## src/rtl/mfb_meta_inserter_pkg.sv

```systemverilog
// Shared helpers for mfb_meta_inserter: width functions, popcount and the metadata item type.
package mfb_meta_inserter_pkg;

    localparam int unsigned POPCNT_W = 64;
    localparam int unsigned META_W   = 2;

    typedef logic [META_W-1:0] meta_item_t;

    function automatic int unsigned ptr_width(input int unsigned depth);
        return $clog2(depth);
    endfunction

    function automatic int unsigned occ_width(input int unsigned depth);
        return $clog2(depth) + 1;
    endfunction

    function automatic int unsigned sof_pos_width(input int unsigned region_size);
        return (region_size > 1) ? $clog2(region_size) : 1;
    endfunction

    function automatic int unsigned eof_pos_width(input int unsigned region_size,
                                                  input int unsigned block_size);
        return (region_size * block_size > 1) ? $clog2(region_size * block_size) : 1;
    endfunction

    function automatic int unsigned popcount(input logic [POPCNT_W-1:0] v);
        int unsigned c;
        c = 0;
        for (int i = 0; i < POPCNT_W; i++) begin
            c += {31'b0, v[i]};
        end
        return c;
    endfunction

endpackage

```

## src/rtl/mfb_meta_inserter_fifo.sv

```systemverilog
// Multi-write / multi-read register-array FIFO for metadata items.
// Valid write lanes are packed in lane order; read port k always shows the item at rd_ptr+k.
module mfb_meta_inserter_fifo
    import mfb_meta_inserter_pkg::*;
#(
    parameter int unsigned WR_ITEMS = 8,
    parameter int unsigned RD_ITEMS = 2,
    parameter int unsigned WIDTH    = 2,
    parameter int unsigned DEPTH    = 32,
    localparam int unsigned PTR_W   = ptr_width(DEPTH),
    localparam int unsigned OCC_W   = occ_width(DEPTH)
) (
    input  logic                      clk_i,
    input  logic                      rst_i,
    input  logic [WR_ITEMS*WIDTH-1:0] wr_data_i,
    input  logic [WR_ITEMS-1:0]       wr_vld_i,
    input  logic                      wr_en_i,
    input  logic [OCC_W-1:0]          rd_cnt_i,
    output logic [RD_ITEMS*WIDTH-1:0] rd_data_o,
    output logic [OCC_W-1:0]          occ_o
);

    logic [WIDTH-1:0] mem_q [DEPTH];
    logic [WIDTH-1:0] mem_d [DEPTH];
    logic [PTR_W-1:0] wr_ptr_q, wr_ptr_d;
    logic [PTR_W-1:0] rd_ptr_q, rd_ptr_d;
    logic [OCC_W-1:0] occ_q, occ_d;
    logic [OCC_W-1:0] wr_cnt;

    always_comb begin
        mem_d  = mem_q;
        wr_cnt = '0;
        for (int i = 0; i < WR_ITEMS; i++) begin
            if (wr_en_i && wr_vld_i[i]) begin
                mem_d[wr_ptr_q + wr_cnt[PTR_W-1:0]] = wr_data_i[i*WIDTH +: WIDTH];
                wr_cnt = wr_cnt + OCC_W'(1);
            end
        end
        wr_ptr_d = wr_ptr_q + wr_cnt[PTR_W-1:0];
        rd_ptr_d = rd_ptr_q + rd_cnt_i[PTR_W-1:0];
        occ_d    = occ_q + wr_cnt - rd_cnt_i;
    end

    always_comb begin
        rd_data_o = '0;
        for (int k = 0; k < RD_ITEMS; k++) begin
            rd_data_o[k*WIDTH +: WIDTH] = mem_q[rd_ptr_q + PTR_W'(k)];
        end
    end

    always_ff @(posedge clk_i or posedge rst_i) begin
        if (rst_i) begin
            wr_ptr_q <= '0;
            rd_ptr_q <= '0;
            occ_q    <= '0;
        end else begin
            wr_ptr_q <= wr_ptr_d;
            rd_ptr_q <= rd_ptr_d;
            occ_q    <= occ_d;
        end
    end

    // Storage needs no reset: occupancy alone decides what is readable.
    always_ff @(posedge clk_i) begin
        mem_q <= mem_d;
    end

    assign occ_o = occ_q;

endmodule

```

## src/rtl/mfb_meta_inserter.sv

```systemverilog
// Attaches one buffered MVB metadata item to each MFB frame on its SOF (or EOF) region.
// Optional registered output stage: define MFB_META_INSERTER_OUT_REG_EN.
module mfb_meta_inserter
    import mfb_meta_inserter_pkg::*;
#(
    parameter int unsigned MVB_ITEMS       = 8,
    parameter int unsigned MFB_REGIONS     = 2,
    parameter int unsigned MFB_REGION_SIZE = 1,
    parameter int unsigned MFB_BLOCK_SIZE  = 8,
    parameter int unsigned MFB_ITEM_WIDTH  = 32,
    parameter int unsigned MFB_META_WIDTH  = 2,
    parameter int unsigned INSERT_MODE     = 0,
    parameter int unsigned FIFO_DEPTH      = 32,
    localparam int unsigned DATA_W    = MFB_REGIONS * MFB_REGION_SIZE * MFB_BLOCK_SIZE
                                        * MFB_ITEM_WIDTH,
    localparam int unsigned SOF_POS_W = sof_pos_width(MFB_REGION_SIZE),
    localparam int unsigned EOF_POS_W = eof_pos_width(MFB_REGION_SIZE, MFB_BLOCK_SIZE),
    localparam int unsigned OCC_W     = occ_width(FIFO_DEPTH)
) (
    input  logic                                CLK,
    input  logic                                RESET,

    input  logic [MVB_ITEMS*MFB_META_WIDTH-1:0] RX_MVB_DATA,
    input  logic [MVB_ITEMS-1:0]                RX_MVB_VLD,
    input  logic                                RX_MVB_SRC_RDY,
    output logic                                RX_MVB_DST_RDY,

    input  logic [DATA_W-1:0]                   RX_MFB_DATA,
    input  logic [MFB_REGIONS-1:0]              RX_MFB_SOF,
    input  logic [MFB_REGIONS-1:0]              RX_MFB_EOF,
    input  logic [MFB_REGIONS*SOF_POS_W-1:0]    RX_MFB_SOF_POS,
    input  logic [MFB_REGIONS*EOF_POS_W-1:0]    RX_MFB_EOF_POS,
    input  logic                                RX_MFB_SRC_RDY,
    output logic                                RX_MFB_DST_RDY,

    output logic [DATA_W-1:0]                   TX_MFB_DATA,
    output logic [MFB_REGIONS-1:0]              TX_MFB_SOF,
    output logic [MFB_REGIONS-1:0]              TX_MFB_EOF,
    output logic [MFB_REGIONS*SOF_POS_W-1:0]    TX_MFB_SOF_POS,
    output logic [MFB_REGIONS*EOF_POS_W-1:0]    TX_MFB_EOF_POS,
    output logic [MFB_REGIONS*MFB_META_WIDTH-1:0] TX_MFB_META,
    output logic                                TX_MFB_SRC_RDY,
    input  logic                                TX_MFB_DST_RDY
);

    logic [MFB_REGIONS-1:0]                ev;
    logic [OCC_W-1:0]                      ev_cnt;
    logic [OCC_W-1:0]                      occ;
    logic [OCC_W-1:0]                      rd_cnt;
    logic [MFB_REGIONS*MFB_META_WIDTH-1:0] rd_data;
    logic [MFB_REGIONS*MFB_META_WIDTH-1:0] meta;
    logic                                  occ_ok;
    logic                                  out_rdy;
    logic                                  xfer;

    assign ev     = (INSERT_MODE == 0) ? RX_MFB_SOF : RX_MFB_EOF;
    assign ev_cnt = OCC_W'(popcount(POPCNT_W'(ev)));
    assign occ_ok = (occ >= ev_cnt);
    assign rd_cnt = xfer ? ev_cnt : '0;

    assign RX_MVB_DST_RDY = (32'(occ) + MVB_ITEMS) <= FIFO_DEPTH;

    mfb_meta_inserter_fifo #(
        .WR_ITEMS (MVB_ITEMS),
        .RD_ITEMS (MFB_REGIONS),
        .WIDTH    (MFB_META_WIDTH),
        .DEPTH    (FIFO_DEPTH)
    ) u_fifo (
        .clk_i     (CLK),
        .rst_i     (RESET),
        .wr_data_i (RX_MVB_DATA),
        .wr_vld_i  (RX_MVB_VLD),
        .wr_en_i   (RX_MVB_SRC_RDY && RX_MVB_DST_RDY),
        .rd_cnt_i  (rd_cnt),
        .rd_data_o (rd_data),
        .occ_o     (occ)
    );

    // The k-th event region (ascending index) takes the k-th oldest buffered item.
    always_comb begin
        int unsigned k;
        meta = '0;
        k    = 0;
        for (int r = 0; r < MFB_REGIONS; r++) begin
            if (ev[r]) begin
                meta[r*MFB_META_WIDTH +: MFB_META_WIDTH] =
                    rd_data[k*MFB_META_WIDTH +: MFB_META_WIDTH];
                k++;
            end
        end
    end

`ifdef MFB_META_INSERTER_OUT_REG_EN
    localparam int unsigned STG_W = DATA_W + 2 * MFB_REGIONS
                                    + MFB_REGIONS * (SOF_POS_W + EOF_POS_W + MFB_META_WIDTH);

    logic             stg_vld_q, stg_vld_d;
    logic [STG_W-1:0] stg_q, stg_d;

    assign out_rdy = !stg_vld_q || TX_MFB_DST_RDY;
    assign xfer    = RX_MFB_SRC_RDY && occ_ok && out_rdy;

    always_comb begin
        stg_vld_d = stg_vld_q;
        stg_d     = stg_q;
        if (out_rdy) begin
            stg_vld_d = RX_MFB_SRC_RDY && occ_ok;
            if (xfer) begin
                stg_d = {RX_MFB_DATA, RX_MFB_SOF, RX_MFB_EOF, RX_MFB_SOF_POS, RX_MFB_EOF_POS,
                         meta};
            end
        end
    end

    always_ff @(posedge CLK or posedge RESET) begin
        if (RESET) begin
            stg_vld_q <= 1'b0;
            stg_q     <= '0;
        end else begin
            stg_vld_q <= stg_vld_d;
            stg_q     <= stg_d;
        end
    end

    assign {TX_MFB_DATA, TX_MFB_SOF, TX_MFB_EOF, TX_MFB_SOF_POS, TX_MFB_EOF_POS,
            TX_MFB_META} = stg_q;
    assign TX_MFB_SRC_RDY = stg_vld_q;
    assign RX_MFB_DST_RDY = out_rdy && occ_ok;
`else
    assign out_rdy = TX_MFB_DST_RDY;
    assign xfer    = RX_MFB_SRC_RDY && occ_ok && out_rdy;

    assign TX_MFB_DATA    = RX_MFB_DATA;
    assign TX_MFB_SOF     = RX_MFB_SOF;
    assign TX_MFB_EOF     = RX_MFB_EOF;
    assign TX_MFB_SOF_POS = RX_MFB_SOF_POS;
    assign TX_MFB_EOF_POS = RX_MFB_EOF_POS;
    assign TX_MFB_META    = meta;
    assign TX_MFB_SRC_RDY = RX_MFB_SRC_RDY && occ_ok;
    assign RX_MFB_DST_RDY = out_rdy && occ_ok;
`endif

endmodule

```

## config.mk

```make
export PLATFORM = sky130hd
export DESIGN_NAME = mfb_meta_inserter
export DESIGN_NICKNAME = d
export VERILOG_FILES = /design/src/rtl/mfb_meta_inserter_pkg.sv /design/src/rtl/mfb_meta_inserter_fifo.sv /design/src/rtl/mfb_meta_inserter.sv
export SDC_FILE = /design/constraint.sdc
export NUM_CORES = 1
export LEC_CHECK = 0
export ABC_AREA = 1
export BUFFER_PORTS_ARGS = -buffer_cell sky130_fd_sc_hd__buf_2
export CORE_AREA = 10 10 419 421
export DETAILED_ROUTE_END_ITERATION = 10
export DIE_AREA = 0 0 429 431
export GPL_TIMING_DRIVEN = 0
export HOLD_SLACK_MARGIN = 0.02
export PLACE_DENSITY = 0.3
export SLEW_MARGIN = 20
export SYNTH_ARGS = -nofsm -noshare
export SYNTH_HDL_FRONTEND = slang
export SYNTH_SLANG_ARGS = --single-unit
```

## constraint.sdc

```tcl
create_clock -name CLK -period 18.25 [get_ports CLK]
set_input_delay 1.825 -clock CLK [delete_from_list [all_inputs] [get_ports CLK]]
set_output_delay 1.825 -clock CLK [all_outputs]
set_load 0.03 [all_outputs]
```

==> results.txt <==
The logs give 1,084 for the count of pins on the block boundary and 17,190 um^2 for the netlist area before placement. Counting every net in the synthesized netlist gives 3,586. Setup violations remaining at the end of the flow were counted as 0. After routing, the total negative slack on setup checks comes to 0 ns. The final route contains 21,211 vias. For this design the static power due to leakage is 0.01099 uW.

Global routing used 11.83% of the available tracks across all layers. The logs give 0 for the number of post-CTS setup repair buffers and 104,800 um for the half-perimeter wire length of the detailed placement result. The tools report the worst path required time as 18.56 ns. The per-cell routed wire length works out to 20.73 um. The number of cells on the worst reg-to-reg path was 36; the share of power burned in registers was 12.1%. The worst-case hold path end point was u_fifo.rd_ptr_q[3].

In the finished design, the share of the clock period the worst path needs comes to 46.13%. Synthesis produced a netlist whose cell count is 2,973. After detailed routing, the number of vias per cell comes to 3.689.

The core region is 166,700 um^2. The flow ran to the end, and the final reports show no timing, DRC or antenna violations. The clock net in this run drives a total of 80 sinks. The startpoint type of the worst setup path was a primary input. Before antenna repair, the detailed router went through 6 iterations. In this run, the clock network consumes 5.7% of the power. The horizontal die dimension is 429 um, and the initial DRC count is 1,754. From synthesis to final layout, the design area changed by 34.22%. Top cell type's share of synthesized area: 22.93%. The die covers 184,900 um^2. The congestion estimate from routability-driven global placement came to 0.9370. After floorplanning, the core was divided into 150 placement rows. The run gives 20,349 as the number of global-route vias before repair.

In this run, synthesis inferred 0 flip-flops with an integrated enable. The die is 431 um tall. Global routing finished with a remaining overflow of 0. Of the total power, the share spent switching nets is 68.37%. The number of buffers created by CTS came out at 9. The transition time of the tightest slew-check pin came out at 1.193 ns. The maximum clock insertion buffer count is 2. The main flop type after synthesis was sky130_fd_sc_hd__dfxtp_1.

During placement, the flow inserted port buffers numbering 555. The clock root buffer master was sky130_fd_sc_hd__clkbuf_16. The count of nets left with antenna violations once routing finished came out at 0.

The synthesized netlist contains 46 unique library cells. The internal power of the cells totals 1136 uW. The count of maximum capacitance violations is 0, and the mean cell area of the mapped netlist is 5.780 um^2.

Of the cells placed in the final design, the portion with a size suffix greater than 1 is 33.72%. The total power density per cell area is 155.7 nW/um^2. For the worst-skew pair, the clock arrives at the later sink with an insertion delay of 0.37 ns.

In this run the critical register-to-register path is launched from u_fifo.occ_o[3]. First-pass GRT wire length: 159,400 um. For this configuration, the core starts out at a cell density of 10.31%. The initial antenna violation count was 11. The completed layout was analyzed and its total power is 3591 uW. The classification of the worst setup path is primary input to flip-flop. For flop-to-flop paths, the worst setup slack is 10.32 ns. The post-route minimum period was 8.418 ns. By area the synthesized netlist is led by sky130_fd_sc_hd__buf_4 23%, sky130_fd_sc_hd__nand2_1 15%, sky130_fd_sc_hd__nand3_1 8.9%. For this run, asynchronously set or reset flops after synthesis account for 20.00%. Once the clock tree was built, the resizer swapped 0 gates to a different size. The synthesized design contains 80 register bits. In this run, post-CTS hold repair placed 0 buffers. The path class of the tightest hold or removal check is flip-flop to flip-flop.

The tools report the relative contribution of combinational cells to total power as 82.3%. Across the routed clock network, the largest skew measured is 0.02409 ns. The switching component of the power is 2455 uW, and the number of DRC violations after detailed routing is 0. Entering global routing, the biggest net connects 17 pins.

Clock-pin slew was measured on the worst setup and hold paths at 0.09 ns. The tools report the destination of the worst register-to-register timing path as u_fifo.occ_o[5]. The run gives 9.785% as the sequential fraction of the synthesis area. STA classifies the critical path endpoint as a flip-flop. CTS H-tree depth: 3.

Measured against its own limit, the worst slew margin works out to 19.83%. Across the VDD grid, the largest voltage drop is 0.08685 mV. The maximum net fanout on the critical path came out at 8. TritonCTS built the clock tree. The worst-path cell with the longest stage delay was sky130_fd_sc_hd__fa_1.

The number of warnings issued by yosys was 0; the number of cells on the worst hold path was 1. The startpoint identified for the worst hold timing path is u_fifo.rd_ptr_q[3]. The final count of pins violating max slew was 0; the data arrival at the endpoint of the critical path was 8.72 ns.

The highest attainable clock frequency came out at 118.8 MHz. Setup repair after global routing left no endpoint under its margin. sky130_fd_sc_hd__buf_4 takes more of the synthesized area than any other cell.

The total routed wirelength came out at 119,200 um. Biggest cell delay along the critical path: 0.53 ns. The run gives 0 as the number of hold-slack violations in the final timing report. In the final design database the tool counted 4,152 nets.
## area by class of cell
cell class,count,area [um^2]
Buffer,626,4340
Tap cell,2204,2758
Fill cell,19568,143600
Clock buffer,9,225.2
Multi-Input combinational cell,1962,10050
Inverter,305,1145
Timing Repair Buffer,555,2778
Sequential cell,80,1682
Antenna cell,2,5.005
Clock inverter,7,85.08
## Yosys cell counts (8+ instances only)
cell type / instances
sky130_fd_sc_hd__nand3_1: 307
sky130_fd_sc_hd__a31oi_1: 9
sky130_fd_sc_hd__nand4_2: 11
sky130_fd_sc_hd__o21bai_1: 12
sky130_fd_sc_hd__xnor2_1: 8
sky130_fd_sc_hd__o21ai_0: 260
sky130_fd_sc_hd__nor2_1: 237
sky130_fd_sc_hd__nand3_2: 10
sky130_fd_sc_hd__nor3_1: 25
sky130_fd_sc_hd__o211ai_1: 53
sky130_fd_sc_hd__nand2_4: 8
sky130_fd_sc_hd__inv_1: 292
sky130_fd_sc_hd__dfxtp_1: 64
sky130_fd_sc_hd__ha_1: 51
sky130_fd_sc_hd__a21oi_1: 150
sky130_fd_sc_hd__clkbuf_1: 88
sky130_fd_sc_hd__xor2_1: 28
sky130_fd_sc_hd__nand2_2: 17
sky130_fd_sc_hd__buf_4: 525
sky130_fd_sc_hd__nor2_4: 26
sky130_fd_sc_hd__dfrtp_1: 16
sky130_fd_sc_hd__nand2_1: 678
sky130_fd_sc_hd__fa_1: 9
sky130_fd_sc_hd__nand4_1: 30
## sequential cells by signal, indices dropped and copies added (netlist names)
register,flops
u_fifo.mem_q,64
u_fifo.rd_ptr_q,5
u_fifo.wr_ptr_q,5
u_fifo.occ_o,6
## worst max-delay path, delay by kind of cell
family                     cells  cell delay, ns
and+or+nand+nor               10            1.49
AOI/OAI and AO/OA              7            1.78
adders and majority gates      8            2.76
xor gates and xnor gates       1            0.15
buffers and inverters          7            0.70
## how the worst max path moves through the flow
stage | start | to | slack [ns] | depth (start not counted)
after floorplan | RX_MVB_SRC_RDY | u_fifo.occ_o[5] | 10.86 | 33
after global routing | RX_MVB_SRC_RDY | u_fifo.occ_o[5] | 9.21 | 33
final | RX_MVB_SRC_RDY | u_fifo.occ_o[5] | 9.83 | 33
after CTS | RX_MVB_SRC_RDY | u_fifo.occ_o[5] | 9.80 | 33
after global placement | RX_MVB_SRC_RDY | u_fifo.mem_q[15] | 8.90 | 31
after detailed placement | RX_MVB_SRC_RDY | u_fifo.occ_o[5] | 9.40 | 33
## cell families (layout without fill, tap and decap cells)
group                      Yosys count  in the layout  synth area share (%)
AOI/OAI and AO/OA                  503            503                 15.94
xor gates and xnor gates            36             36                 1.835
adders and majority gates           60             60                 4.762
buffers and inverters              931           1502                 31.92
DFF                                 80             80                 9.785
other                                1              3               0.02182
and+or+nand+nor                   1362           1362                 35.73
## power groups by stage
stage	Clock (uW)	Sequential [uW]	Combinational, uW
global placement	0	439	2940
finish	203	433	2950
CTS	209	435	2920
detailed placement	0	439	2910
floorplan	0	319	1830
global route	214	434	3170
## placed cells by master, fill, tap and decap left out, types with 17 or more instances in the layout
master,instances
sky130_fd_sc_hd__nand2_1,678
sky130_fd_sc_hd__buf_2,559
sky130_fd_sc_hd__buf_4,525
sky130_fd_sc_hd__nand3_1,307
sky130_fd_sc_hd__inv_1,292
sky130_fd_sc_hd__o21ai_0,260
sky130_fd_sc_hd__nor2_1,237
sky130_fd_sc_hd__a21oi_1,150
sky130_fd_sc_hd__clkbuf_1,88
sky130_fd_sc_hd__dfxtp_1,64
sky130_fd_sc_hd__o211ai_1,53
sky130_fd_sc_hd__ha_1,51
sky130_fd_sc_hd__nand4_1,30
sky130_fd_sc_hd__nor2_4,26
sky130_fd_sc_hd__xor2_1,26
sky130_fd_sc_hd__nor3_1,22
sky130_fd_sc_hd__nand2_2,17
## through the flow
| step | area [um^2] | util, % | instances | setup slack [ns] | hold WS (ns) |
|---|---|---|---|---|---|
| floorplan | 17190 | - | 2973 | 10.86 | 0.4632 |
| global placement | 22720 | 13.63 | 5732 | 8.899 | 0.5099 |
| detailed placement | 22750 | 13.65 | 5732 | 9.403 | 0.5132 |
| CTS | 23060 | 13.83 | 5748 | 9.798 | 0.5232 |
| global route | 23060 | 13.84 | 5749 | 9.208 | 0.5572 |
| finish | 23070 | 13.84 | 5750 | 9.832 | 0.5223 |
## metal layers
layer	vias to the layer above	GRT usage, %	share of wire [%]
li1	10246	-	-
met1	9728	14.32	41
met2	1084	20.83	49
met3	151	1.581	5.8
met4	2	5.151	4.8
met5	-	0	0.011
Power figures use the tool's default switching activity.
